## config.mk

```make
export PLATFORM = sky130hd
export DESIGN_NAME = instruction_fetch_unit
export DESIGN_NICKNAME = d
export VERILOG_FILES = /design/src/rtl/fetch_pkg.sv /design/src/rtl/pc_reg.sv /design/src/rtl/instruction_fetch_unit.sv
export SDC_FILE = /design/constraint.sdc
export NUM_CORES = 1
export LEC_CHECK = 0
export CAP_MARGIN = 30
export CORE_MARGIN = 1.5
export CORE_UTILIZATION = 52
export DETAILED_ROUTE_END_ITERATION = 12
export PLACE_DENSITY = 0.91
export SETUP_SLACK_MARGIN = 0.2
export SYNTH_ARGS = -nofsm -noshare
export SYNTH_HDL_FRONTEND = slang
export SYNTH_SLANG_ARGS = --single-unit
export TNS_END_PERCENT = 10
```

## constraint.sdc

```tcl
create_clock -name CLK -period 6.1 [get_ports CLK]
set_clock_uncertainty 0.05 [all_clocks]
set_input_delay 0.61 -clock CLK [delete_from_list [all_inputs] [get_ports CLK]]
set_output_delay 0.61 -clock CLK [all_outputs]
set_load 0.03 [all_outputs]
```

## src/rtl/fetch_pkg.sv

```systemverilog
// Shared definitions for the instruction fetch stage: FSM encoding,
// the bubble instruction and the default reset PC.
package fetch_pkg;

  typedef enum logic [1:0] {
    ST_IDLE  = 2'd0,
    ST_FETCH = 2'd1,
    ST_HOLD  = 2'd2,
    ST_DRAIN = 2'd3
  } fetch_state_e;

  localparam logic [31:0] NOP_INSTR        = 32'h0000_0013;
  localparam logic [31:0] DEFAULT_RESET_PC = 32'h0000_0000;

endpackage

```

## src/rtl/pc_reg.sv

```systemverilog
// Program counter with load enable and next-PC select (PC+4 or branch target).
// The +4 adder wraps modulo 2^32 and also feeds the PC_PLUS_4 output path.
module pc_reg
  import fetch_pkg::*;
#(
  parameter logic [31:0] RESET_PC = DEFAULT_RESET_PC
) (
  input  logic        CLK,
  input  logic        RESET,
  input  logic        i_load_en,
  input  logic        i_sel_branch,
  input  logic [31:0] i_branch_target,
  output logic [31:0] o_pc,
  output logic [31:0] o_pc_plus_4
);

  logic [31:0] r_pc;
  logic [31:0] w_pc_plus_4;
  logic [31:0] w_pc_next;

  assign w_pc_plus_4 = r_pc + 32'd4;
  assign w_pc_next   = i_sel_branch ? i_branch_target : w_pc_plus_4;

  always_ff @(posedge CLK) begin
    if (!RESET) begin
      r_pc <= RESET_PC;
    end else if (i_load_en) begin
      r_pc <= w_pc_next;
    end
  end

  assign o_pc        = r_pc;
  assign o_pc_plus_4 = w_pc_plus_4;

endmodule

```

## src/rtl/instruction_fetch_unit.sv

```systemverilog
// IF stage: owns the PC, runs the busy-wait handshake with instruction memory
// and writes IF/ID, inserting NOP bubbles for wait states and redirects.
module instruction_fetch_unit
  import fetch_pkg::*;
#(
  parameter logic [31:0] RESET_PC = DEFAULT_RESET_PC
) (
  input  logic         CLK,
  input  logic         RESET,
  input  logic         STALL,
  input  logic         BRANCH_TAKEN,
  input  logic [31:0]  BRANCH_TARGET,
  output logic [31:0]  IMEM_ADDRESS,
  output logic         IMEM_READ,
  input  logic [31:0]  IMEM_READDATA,
  input  logic         IMEM_BUSYWAIT,
  output logic [31:0]  INSTRUCTION,
  output logic [31:0]  PC_PLUS_4,
  output logic         IF_ID_ENABLE,
  output fetch_state_e o_dbg_state
);

  // Memory handshake: a word is transferred in any cycle where IMEM_READ=1 and
  // IMEM_BUSYWAIT=0; while busy, IMEM_ADDRESS is held stable until that cycle.

  fetch_state_e r_state;
  fetch_state_e w_state_next;
  logic [31:0]  r_hold_instr;
  logic [31:0]  r_drain_addr;
  logic [31:0]  w_pc;
  logic [31:0]  w_pc_plus_4;
  logic         w_pc_load;
  logic         w_pc_branch;
  logic         w_hold_load;
  logic         w_drain_load;

  pc_reg #(.RESET_PC(RESET_PC)) u_pc_reg (
    .CLK             (CLK),
    .RESET           (RESET),
    .i_load_en       (w_pc_load),
    .i_sel_branch    (w_pc_branch),
    .i_branch_target (BRANCH_TARGET),
    .o_pc            (w_pc),
    .o_pc_plus_4     (w_pc_plus_4)
  );

  always_ff @(posedge CLK) begin
    if (!RESET) begin
      r_state      <= ST_IDLE;
      r_hold_instr <= '0;
      r_drain_addr <= RESET_PC;
    end else begin
      r_state <= w_state_next;
      if (w_hold_load)  r_hold_instr <= IMEM_READDATA;
      if (w_drain_load) r_drain_addr <= w_pc;
    end
  end

  always_comb begin
    w_state_next = r_state;
    IMEM_READ    = 1'b0;
    IMEM_ADDRESS = w_pc;
    INSTRUCTION  = NOP_INSTR;
    PC_PLUS_4    = w_pc_plus_4;
    IF_ID_ENABLE = 1'b0;
    w_pc_load    = 1'b0;
    w_pc_branch  = 1'b0;
    w_hold_load  = 1'b0;
    w_drain_load = 1'b0;

    unique case (r_state)
      ST_IDLE: begin
        w_state_next = ST_FETCH;
      end

      ST_FETCH: begin
        IMEM_READ = 1'b1;
        if (BRANCH_TAKEN) begin
          IF_ID_ENABLE = 1'b1;
          w_pc_load    = 1'b1;
          w_pc_branch  = 1'b1;
          // An in-flight read must complete at its own address before redirecting.
          if (IMEM_BUSYWAIT) begin
            w_drain_load = 1'b1;
            w_state_next = ST_DRAIN;
          end
        end else if (!IMEM_BUSYWAIT && !STALL) begin
          INSTRUCTION  = IMEM_READDATA;
          IF_ID_ENABLE = 1'b1;
          w_pc_load    = 1'b1;
        end else if (!IMEM_BUSYWAIT) begin
          w_hold_load  = 1'b1;
          w_state_next = ST_HOLD;
        end else begin
          IF_ID_ENABLE = ~STALL;
        end
      end

      ST_HOLD: begin
        if (BRANCH_TAKEN) begin
          IF_ID_ENABLE = 1'b1;
          w_pc_load    = 1'b1;
          w_pc_branch  = 1'b1;
          w_state_next = ST_FETCH;
        end else if (!STALL) begin
          INSTRUCTION  = r_hold_instr;
          IF_ID_ENABLE = 1'b1;
          w_pc_load    = 1'b1;
          w_state_next = ST_FETCH;
        end
      end

      ST_DRAIN: begin
        IMEM_READ    = 1'b1;
        IMEM_ADDRESS = r_drain_addr;
        if (BRANCH_TAKEN) begin
          IF_ID_ENABLE = 1'b1;
          w_pc_load    = 1'b1;
          w_pc_branch  = 1'b1;
        end
        if (!IMEM_BUSYWAIT) begin
          w_state_next = ST_FETCH;
        end
      end

      default: begin
        w_state_next = ST_IDLE;
      end
    endcase
  end

  assign o_dbg_state = r_state;

endmodule

```

==> out/results.txt <==
H-tree depth - 3
Post-Synth Adder-Cell Area - 1.10%
leakage - 2.55 nW
met3 wire len - 1130 µm
Root Driver - clkbuf_8
Synthesis Warnings - 0
largest family of logic cells by synthesized area - simple AND/OR/NAND/NOR gates
Gate Count Post-Synth - 728
Final Hold Viols - 0
predominant post-synthesis flop cell - dfxtp_1
chip height - 107 µm
DRT antenna net count - 0
highest metal used - met4
Seq/Total Area, Yosys - 34.6%
first-pass GRT wire length - 27,200 µm
CP Max Fanout - 22
Post-route DRC - 0
CTS max path bufs - 2
largest net degree at the start of global routing - 106
IO Pins - 169
clk slew on worst S/H paths - 0.09 ns
Avg Cell Area, Syn - 7.79 µm²
Initial DRC Count - 463
CTS sink count - 98
EDFF count, synth - 0
Total GRT Usage - 29.4%
Max-slew headroom - 37.7%
CP dominant cell by count - clkdlybuf4s50_1
Req. time, crit path - 5.44 ns
Routed WL - 17,200 µm
Max Cap Viol - 0
grt ovf - 0
Post-Synth Simple-Gate Area - 24.9%
sum of negative setup slack - 0 ns
crit start category - input port
Cell Area, Synth - 5670 µm²
gpl congestion - 0.851
PwrDens - 193 nW/µm²
Die X-Extent - 107 µm
layout cells sized above 1 - 7.00%
RSZ-0062 raised after global routing - no
Final Util - 72.5%
Min Clock Period, post-route - 4.17 ns
Pre-antenna DRT Iters - 5
Hold WC Path Type - flop to flop
FF+latch count, synth - 98
multiplexer share of the synthesized area - 5.32%
post-route clock period utilization - 68.3%
Cell variety after synth - 53
worst-path cell chain - clkdlybuf4s50_1 -> or3_1 -> nor2_2 -> buf_8 -> a22oi_1 -> nor2b_1 -> clkdlybuf4s50_1
Synth Area in Compound Gates - 23.6%
row cnt - 37
Post-DP HPWL - 12,200 µm
fraction of registers with async set/reset - 0%
post-cts gate resize count - 0
Crit. End Element - output pin
endpoints failing setup - 0
Area growth syn-to-layout - 33.9%
fmax - 240 MHz
drt via density - 5.91
Via Count - 5,873
Post-CTS Setup Repair Bufs - 0
CTS tree - yes
starting density of the core - 54.2%
hold_buf cts - 0
vias in the first global route - 5,771
initial antenna violation count - 0
IO buf count - 168
nets@finish - 926
wire length per cell - 17.3 µm
wire length on met2 - 8840 µm
worst-margin pin slew - 0.935 ns
Worst-Skew Late Latency - 0.36 ns
Worst EP arrival - 3.51 ns
xor and xnor area share after synthesis - 4.33%
Slowest Stage Delay on Critical Path - 0.80 ns
ant diodes - 0
WL met1 - 6660 µm
TritonCTS Buffers - 9
Slew Viols, Final - 0
status - completed
slowest stage cell, crit path - clkdlybuf4s50_1
Worst IR Drop VDD - 0.195 mV
Setup CP Type - input port to output pin
CORE AREA - 10,500 µm²
Syn Nets - 802
Total Die Area - 11,500 µm²
==> power breakdown <==
group	total [mW]	internal (mW)	leakage [nW]	switching [mW]
Combinational	0.363	0.161	1.66	0.202
Clock	0.422	0.192	0.0971	0.230
Sequential	0.681	0.657	0.792	0.0243
Total	1.47	1.01	2.55	0.456
==> final cells by class <==
type / count / area (µm²)
clock inverters: 6 / 65.1
flip-flops and latches: 98 / 1960
inverters: 20 / 75.1
clock buffers: 10 / 128
multi-input cells: 545 / 3370
fillers: 803 / 2880
repair buffers: 178 / 1820
well taps: 136 / 170
==> synth_stat cells, types with 3 or more instances <==
cell type  instances  area (µm²)
nand4_1           12        75.1
buf_4              5        37.5
nor2b_1           30         188
and2_1             3        18.8
and3_1             8        50.1
nor2_1            22        82.6
a22o_1            17         149
nand2b_1           3        18.8
nand3_1           19        95.1
o21a_1             3        22.5
a21boi_0          73         548
nor3_1             6        30.0
a22oi_1           32         240
ha_1               5        62.6
buf_2             10        50.1
a21oi_1            6        30.0
clkbuf_1          45         169
xnor2_1           19         166
xor2_1             9        78.8
inv_1             20        75.1
or3_1              5        31.3
buf_1              5        18.8
nand2_1          178         668
mux2i_1           11         110
mux2_2            17         191
o21ai_0           34         170
dfxtp_1           98        1960
==> critical path: cells and delay by family <==
family | cells | cell delay [ns]
buf+inv | 3 | 1.73
simple gates | 3 | 1.07
compound gates | 1 | 0.08
==> state kept, by name, indices dropped and copies added, names as in the netlist <==
| signal | flops |
|---|---|
| r_hold_instr | 32 |
| u_pc_reg.o_pc | 32 |
| r_drain_addr | 32 |
| o_dbg_state | 2 |
==> per-layer routing <==
layer	vias to the layer above	GRT usage [%]
met5	-	0
met4	0	13.1
met3	51	5.63
met2	294	52.8
met1	2775	33.7
li1	2753	-
==> cell usage in the layout, fill, tap and decap left out, types with 12 or more instances in the layout <==
master / netlist / routed
xnor2_1: 19 / 19
nand4_1: 12 / 12
nand2_1: 178 / 178
nand3_1: 19 / 19
a22o_1: 17 / 17
nor2_1: 22 / 19
a22oi_1: 32 / 32
a21boi_0: 73 / 73
o21ai_0: 34 / 34
dfxtp_1: 98 / 98
nor2b_1: 30 / 29
clkdlybuf4s50_1: 0 / 167
mux2_2: 17 / 17
inv_1: 20 / 20
==> stage by stage <==
step / total power [mW] / worst slack, ns / hold slack [ns] / cell area [µm²] / cells
detailed placement: 1.05 / 1.96 / 0.408 / 7350 / 975
global route: 1.52 / 1.78 / 0.443 / 7590 / 993
CTS: 1.47 / 1.96 / 0.423 / 7540 / 991
floorplan: 0.901 / 3.10 / 0.390 / 5670 / 728
finish: 1.47 / 1.93 / 0.419 / 7590 / 993
global placement: 1.04 / 1.66 / 0.400 / 7290 / 972
==> cell families after synthesis <==
group                      after synthesis
AOI/OAI and AO/OA                      185
muxes                                   28
buffers and inverters                   85
and+or+nand+nor                        299
adders and majority gates                5
xor gates and xnor gates                28
DFF                                     98
==> path summary, 6_finish.rpt <==
kind,from,depth (start not counted),end,slack [ns]
min,r_drain_addr[24],2,r_drain_addr[24],0.42
min reg2reg,r_drain_addr[24],2,r_drain_addr[24],0.42
max reg2reg,o_dbg_state[1],7,u_pc_reg.o_pc[20],3.19
max,BRANCH_TAKEN,7,INSTRUCTION[25],1.93
Power figures use the tool's default switching activity.
